$ cat config.mk
export PLATFORM = sky130hd
export DESIGN_NAME = mux_sel_arbiter
export DESIGN_NICKNAME = d
export VERILOG_FILES = /design/src/rtl/mux_arb_pkg.sv /design/src/rtl/mux_sel_arbiter_rr_pick.sv /design/src/rtl/mux_sel_arbiter.sv
export SDC_FILE = /design/constraint.sdc
export NUM_CORES = 1
export LEC_CHECK = 0
export BUFFER_PORTS_ARGS = -buffer_cell sky130_fd_sc_hd__buf_2
export CORE_MARGIN = 4
export CORE_UTILIZATION = 50
export CTS_CLUSTER_DIAMETER = 200
export CTS_CLUSTER_SIZE = 14
export DETAILED_ROUTE_END_ITERATION = 16
export PLACE_DENSITY = 0.85
export SYNTH_ARGS = -nofsm -noshare
export SYNTH_HDL_FRONTEND = slang
export SYNTH_SLANG_ARGS = --single-unit
$ cat constraint.sdc
create_clock -name clk -period 3.05 [get_ports clk]
set_input_delay 0.4575 -clock clk [delete_from_list [all_inputs] [get_ports clk]]
set_output_delay 0.4575 -clock clk [all_outputs]
set_load 0.1 [all_outputs]
$ cat src/rtl/mux_arb_pkg.sv
// Shared types and helpers for the bit-select mux arbiter and its picker.
package mux_arb_pkg;

  typedef enum logic [1:0] {
    ARB_IDLE,
    ARB_GRANT,
    ARB_LOCKED
  } arb_state_t;

  // Selector width for a mux of the given data width; never below one bit.
  function automatic int sel_w(input int size);
    return (size > 1) ? $clog2(size) : 1;
  endfunction

endpackage

$ cat src/rtl/mux_sel_arbiter_rr_pick.sv
// Combinational round-robin picker: first eligible (req & ~mask) bit at or after ptr, wrapping.
// Pure logic, no state; reusable by any shared-resource arbiter.
module rr_pick #(
  parameter int N  = 4,
  parameter int PW = (N > 1) ? $clog2(N) : 1
) (
  input  logic [N-1:0]  req,
  input  logic [N-1:0]  mask,
  input  logic [PW-1:0] ptr,
  output logic [N-1:0]  winner,
  output logic          found
);

  localparam logic [PW:0] N_V = (PW+1)'(N);

  logic [N-1:0] elig;
  logic [PW:0]  idx;

  assign elig = req & ~mask;

  always_comb begin
    winner = '0;
    found  = 1'b0;
    idx    = '0;
    for (int k = 0; k < N; k++) begin
      idx = {1'b0, ptr} + (PW+1)'(k);
      if (idx >= N_V) idx = idx - N_V;
      if (!found && elig[idx[PW-1:0]]) begin
        winner[idx[PW-1:0]] = 1'b1;
        found               = 1'b1;
      end
    end
  end

endmodule

$ cat src/rtl/mux_sel_arbiter.sv
// Round-robin owner of the shared bit-select mux: gnt/mux_sel one cycle after req, bit returned one cycle later.
// Optional burst locking under MUX_ARB_LOCK_EN.
module mux_sel_arbiter
  import mux_arb_pkg::*;
#(
  parameter  int NREQ = 4,
  parameter  int SIZE = 8,
  localparam int SW   = sel_w(SIZE)
) (
  input  logic              clk,
  input  logic              rst_n,
  input  logic [NREQ-1:0]   req,
  input  logic [NREQ*SW-1:0] req_sel,
`ifdef MUX_ARB_LOCK_EN
  input  logic [NREQ-1:0]   req_lock,
`endif
  output logic [NREQ-1:0]   gnt,
  output logic [SW-1:0]     mux_sel,
  input  logic              mux_out,
  output logic [NREQ-1:0]   rsp_valid,
  output logic              rsp_bit,
  output logic              busy
);

  localparam int          PW      = (NREQ > 1) ? $clog2(NREQ) : 1;
  localparam logic [SW:0]   SIZE_V  = (SW+1)'(SIZE);
  localparam logic [SW-1:0] SEL_MAX = SW'(SIZE - 1);

  arb_state_t      state, state_nx;
  logic [PW-1:0]   ptr, ptr_nx;
  logic [NREQ-1:0] gnt_nx;
  logic [NREQ-1:0] win;
  logic            found;
  logic [SW-1:0]   win_sel;
  logic [SW-1:0]   sel_nx;
  logic            oor, oor_nx;
  logic            lock_hold;

  // The current grantee is masked so a held request cannot win twice in a row.
  rr_pick #(.N(NREQ), .PW(PW)) u_pick (
    .req    (req),
    .mask   (gnt),
    .ptr    (ptr),
    .winner (win),
    .found  (found)
  );

`ifdef MUX_ARB_LOCK_EN
  assign lock_hold = |(gnt & req & req_lock);
`else
  assign lock_hold = 1'b0;
`endif

  always_comb begin
    state_nx = state;
    ptr_nx   = ptr;
    gnt_nx   = '0;
    case (state)
      ARB_IDLE: begin
        if (found) begin
          state_nx = ARB_GRANT;
          gnt_nx   = win;
        end
      end
      ARB_GRANT, ARB_LOCKED: begin
        if (lock_hold) begin
          state_nx = ARB_LOCKED;
          gnt_nx   = gnt;
        end else if (found) begin
          state_nx = ARB_GRANT;
          gnt_nx   = win;
        end else begin
          state_nx = ARB_IDLE;
        end
      end
      default: state_nx = ARB_IDLE;
    endcase
    // A held lock freezes the pointer; any fresh winner moves it just past itself.
    if (!lock_hold) begin
      for (int i = 0; i < NREQ; i++) begin
        if (win[i] && found) ptr_nx = (i == NREQ - 1) ? '0 : PW'(i + 1);
      end
    end
  end

  always_comb begin
    win_sel = '0;
    for (int i = 0; i < NREQ; i++) begin
      if (gnt_nx[i]) win_sel = win_sel | req_sel[i*SW +: SW];
    end
    oor_nx = 1'b0;
    sel_nx = mux_sel;
    if (|gnt_nx) begin
      if ({1'b0, win_sel} >= SIZE_V) begin
        oor_nx = 1'b1;
        sel_nx = SEL_MAX;
      end else begin
        sel_nx = win_sel;
      end
    end
  end

  always_ff @(posedge clk or negedge rst_n) begin
    if (!rst_n) begin
      state     <= ARB_IDLE;
      ptr       <= '0;
      gnt       <= '0;
      mux_sel   <= '0;
      oor       <= 1'b0;
      rsp_valid <= '0;
      rsp_bit   <= 1'b0;
    end else begin
      state     <= state_nx;
      ptr       <= ptr_nx;
      gnt       <= gnt_nx;
      mux_sel   <= sel_nx;
      oor       <= oor_nx;
      rsp_valid <= gnt;
      rsp_bit   <= (|gnt) & ~oor & mux_out;
    end
  end

  assign busy = |gnt;

endmodule

==> run_summary.xml <==
<?xml version="1.0" encoding="UTF-8"?>
<metrics>
  <group name="outcome">
    <metric name="status" unit="">complete, no violations</metric>
  </group>
  <group name="critical_path">
    <metric name="worst-endpoint-required" unit="ns">3.23</metric>
    <metric name="worst-setup-path-type" unit="">flop to flop</metric>
    <metric name="critPathMaxStageDelay" unit="ns">0.68</metric>
    <metric name="reg2reg_setup_slack" unit="ns">0.19</metric>
    <metric name="setup.worst_path.end_class" unit="">flop</metric>
    <metric name="maximum_fanout_along_the_worst_path" unit="">7</metric>
    <metric name="cp_num_buf_inv" unit="">1</metric>
    <metric name="critical_path.startpoint_type" unit="">flop</metric>
    <metric name="timing.critical_path.max_delay_family" unit="">multiplexers</metric>
    <metric name="worst_ep_arrival_time" unit="ns">3.04</metric>
    <metric name="critical-path-slowest-cell" unit="">sky130_fd_sc_hd__mux4_1</metric>
    <metric name="cp_cell_sequence" unit="">inv_2 -&gt; mux4_1 -&gt; a22oi_1 -&gt; a21oi_1 -&gt; nor4_4 -&gt; mux2_2</metric>
  </group>
  <group name="final_layout">
    <metric name="count_of_nets_after_finishing" unit="">170</metric>
    <metric name="antennaDiodeCount" unit="">0</metric>
    <metric name="synthToLayoutAreaGrowth" unit="%">26.6</metric>
    <metric name="drive_gt1_frac" unit="">0.392</metric>
  </group>
  <group name="global_routing">
    <metric name="grt_overflow_total" unit="">0</metric>
    <metric name="grt_usage" unit="">0.223</metric>
    <metric name="antenna_found_initial" unit="">0</metric>
    <metric name="grt_pass1_vias" unit="">976</metric>
    <metric name="wire_length_of_the_first_global_routing_pass" unit="um">4480</metric>
    <metric name="largest_net_degree_at_the_start_of_global_routing" unit="">15</metric>
  </group>
  <group name="clock_tree">
    <metric name="clkLatencyLatePin" unit="ns">0.29</metric>
    <metric name="clock-sinks" unit="">14</metric>
    <metric name="clock_tree.htree_level_count" unit="">1</metric>
    <metric name="clk_transition_reported_paths" unit="ns">0.09</metric>
    <metric name="cts_root_buf" unit="">sky130_fd_sc_hd__clkbuf_4</metric>
    <metric name="tritoncts_clock_tree" unit="">built</metric>
    <metric name="cts-buffers-inserted" unit="">3</metric>
    <metric name="cts-hold-fix-buffers" unit="">0</metric>
    <metric name="cts_max_path_buffers" unit="">2</metric>
  </group>
  <group name="placed_design">
    <metric name="port-buffer-count" unit="">31</metric>
    <metric name="place_congestion" unit="">0.843</metric>
    <metric name="sum_of_net_half_perimeters_after_detailed_placement" unit="um">2190</metric>
  </group>
  <group name="logic_synthesis">
    <metric name="combinational_family_with_the_most_area_after_synthesis" unit="">simple AND/OR/NAND/NOR gates</metric>
    <metric name="synth-simple-area-share" unit="">0.266</metric>
    <metric name="portion_of_synthesized_cell_area_occupied_by_the_leading_cell_type" unit="">0.350</metric>
    <metric name="synth_most_common_cell" unit="">sky130_fd_sc_hd__a21oi_1</metric>
    <metric name="mappedNetlistNets" unit="">130</metric>
    <metric name="fraction_of_the_yosys_area_taken_by_sequential_cells" unit="">0.350</metric>
    <metric name="synth-edff-count" unit="">0</metric>
    <metric name="ys_warn_count" unit="">0</metric>
    <metric name="ys_ff_latch" unit="">14</metric>
    <metric name="synthArstFlopShare" unit="">1.00</metric>
    <metric name="netlist.top_cell.by_area" unit="">sky130_fd_sc_hd__dfrtp_1</metric>
    <metric name="post_synth_fa_ha_maj_area_fraction" unit="">0.0875</metric>
    <metric name="postSynth.topFlopCell" unit="">sky130_fd_sc_hd__dfrtp_1</metric>
    <metric name="post_synthesis_cell_count" unit="">104</metric>
    <metric name="synth.avg_cell_area" unit="um^2">9.62</metric>
    <metric name="mapped_cell_area" unit="um^2">1000</metric>
    <metric name="post_synth_mux_area_share" unit="">0.0825</metric>
    <metric name="synth-compound-area-share" unit="">0.203</metric>
    <metric name="netlist_top_cells_area" unit="">sky130_fd_sc_hd__dfrtp_1 35%, sky130_fd_sc_hd__ha_1 8.8%, sky130_fd_sc_hd__a21oi_1 8.0%, sky130_fd_sc_hd__nand2_1 4.5%, sky130_fd_sc_hd__mux2_2 3.4%</metric>
    <metric name="list_of_most_frequent_post_synthesis_cells" unit="">16 x sky130_fd_sc_hd__a21oi_1, 14 x sky130_fd_sc_hd__dfrtp_1, 12 x sky130_fd_sc_hd__nand2_1, 7 x sky130_fd_sc_hd__ha_1, 6 x sky130_fd_sc_hd__nand3_1</metric>
    <metric name="yosys.area_share.xor_xnor" unit="">0</metric>
    <metric name="yosys.cell_types.count" unit="">29</metric>
  </group>
  <group name="timing">
    <metric name="max_slew.worst_pin.slew" unit="ns">0.523</metric>
    <metric name="finalCriticalPeriod" unit="ns">2.86</metric>
    <metric name="timing.fmax" unit="MHz">349</metric>
    <metric name="period_share" unit="">0.938</metric>
    <metric name="finalSetupTns" unit="ns">0</metric>
    <metric name="hold_violations_final" unit="">0</metric>
    <metric name="timing.clock.skew" unit="ns">0.00364</metric>
    <metric name="rsz0062_at_grt" unit="">no</metric>
    <metric name="max_slew_margin" unit="">0.651</metric>
    <metric name="finalSetupViolations" unit="">0</metric>
    <metric name="final_max_slew_viol_count" unit="">0</metric>
  </group>
  <group name="floorplanning">
    <metric name="die_y" unit="um">52.7</metric>
    <metric name="top_level_ports" unit="">32</metric>
    <metric name="start_util" unit="">0.556</metric>
    <metric name="die-width" unit="um">52.7</metric>
    <metric name="design.die.area" unit="um^2">2780</metric>
    <metric name="fp-row-count" unit="">15</metric>
    <metric name="design.core.area" unit="um^2">1800</metric>
  </group>
  <group name="detailed_routing">
    <metric name="routed_wl" unit="um">2830</metric>
    <metric name="avgRoutedWirePerCell" unit="um">16.8</metric>
    <metric name="remaining_drc_errors" unit="">0</metric>
    <metric name="postRouteAntennaNets" unit="">0</metric>
    <metric name="first_pass_iters" unit="">4</metric>
    <metric name="drt_iter0_drc" unit="">47</metric>
    <metric name="routed-via-count" unit="">1047</metric>
    <metric name="route.detailed.vias_per_inst" unit="">6.23</metric>
  </group>
  <group name="flow_run">
    <metric name="max_cap_viol_count" unit="">0</metric>
  </group>
  <group name="worst_hold_path">
    <metric name="worst_hold_path_type" unit="">input port to asynchronous set/reset pin</metric>
  </group>
</metrics>
==> cells in the final DEF (no fill, tap or decap), types with 2 or more instances in the layout <==
| master | count |
|---|---|
| sky130_fd_sc_hd__a21oi_1 | 16 |
| sky130_fd_sc_hd__a21oi_2 | 2 |
| sky130_fd_sc_hd__a22oi_1 | 4 |
| sky130_fd_sc_hd__a32oi_2 | 3 |
| sky130_fd_sc_hd__and2_1 | 4 |
| sky130_fd_sc_hd__buf_2 | 31 |
| sky130_fd_sc_hd__buf_4 | 5 |
| sky130_fd_sc_hd__clkbuf_4 | 3 |
| sky130_fd_sc_hd__dfrtp_1 | 12 |
| sky130_fd_sc_hd__dfrtp_2 | 2 |
| sky130_fd_sc_hd__ha_1 | 7 |
| sky130_fd_sc_hd__inv_2 | 2 |
| sky130_fd_sc_hd__mux2_2 | 3 |
| sky130_fd_sc_hd__nand2_1 | 12 |
| sky130_fd_sc_hd__nand2b_1 | 5 |
| sky130_fd_sc_hd__nand3_1 | 6 |
| sky130_fd_sc_hd__nand4_1 | 3 |
| sky130_fd_sc_hd__nor2_1 | 3 |
| sky130_fd_sc_hd__nor2b_1 | 4 |
| sky130_fd_sc_hd__or4_1 | 4 |
==> timing repair <==
item / in CTS / in global routing
endpoints found under the hold margin: 0 / 0
setup endpoints to repair: 0 / 3
setup buffers: 0 / 1
gates resized for setup: 0 / 2
==> final timing paths <==
check	startpoint	end	cells after the start
worst max register to register	ptr[1]$_DFFE_PN0P_	mux_sel[0]$_DFFE_PN0P_	6
worst min register to register	gnt[3]$_DFF_PN0_	rsp_valid[3]$_DFF_PN0_	0
min in group clk	mux_out	rsp_bit$_DFF_PN0_	2
worst min-delay path	rst_n	ptr[1]$_DFFE_PN0P_	1
max in group asynchronous	rst_n	gnt[3]$_DFF_PN0_	1
worst max-delay path	ptr[1]$_DFFE_PN0P_	mux_sel[0]$_DFFE_PN0P_	6
==> logic make-up after synthesis <==
family	after synthesis
AO/OA/AOI/OAI	29
adder cells (fa/ha/maj)	7
buffers and inverters	3
flip-flops	14
multiplexers	5
AND/OR/NAND/NOR	46
==> final cells by class <==
class | instances | area (um^2)
clock buffers | 4 | 36.3
flip-flops and latches | 14 | 353
well taps | 25 | 31.3
fillers | 141 | 534
multi-input cells | 87 | 647
repair buffers | 36 | 193
inverters | 2 | 7.51
==> through the flow <==
stage,util,instances,hold WS (ns),area (um^2),worst slack [ns]
finish,0.703,168,0.0454,1270,0.189
global route,0.703,168,0.0497,1270,0.0642
CTS,0.695,167,0.0518,1250,0.116
detailed placement,0.675,163,0.368,1220,0.0937
global placement,0.675,163,0.362,1220,0.196
floorplan,-,104,0.162,1000,0.000137
==> per-layer routing <==
layer	global-route usage	up-vias	routed length, um
met5	0	-	0
met2	0.366	42	1470
met1	0.280	523	1130
met3	0.0399	7	171
li1	-	475	-
met4	0.106	0	54
==> flip-flops by register name, indices dropped and copies added (netlist names) <==
name / cells
ptr: 2
rsp_bit: 1
mux_sel: 3
rsp_valid: 4
gnt: 4
Power is not shown: default switching activity piles up to over one toggle a cycle in this logic, so the estimate is an artifact.
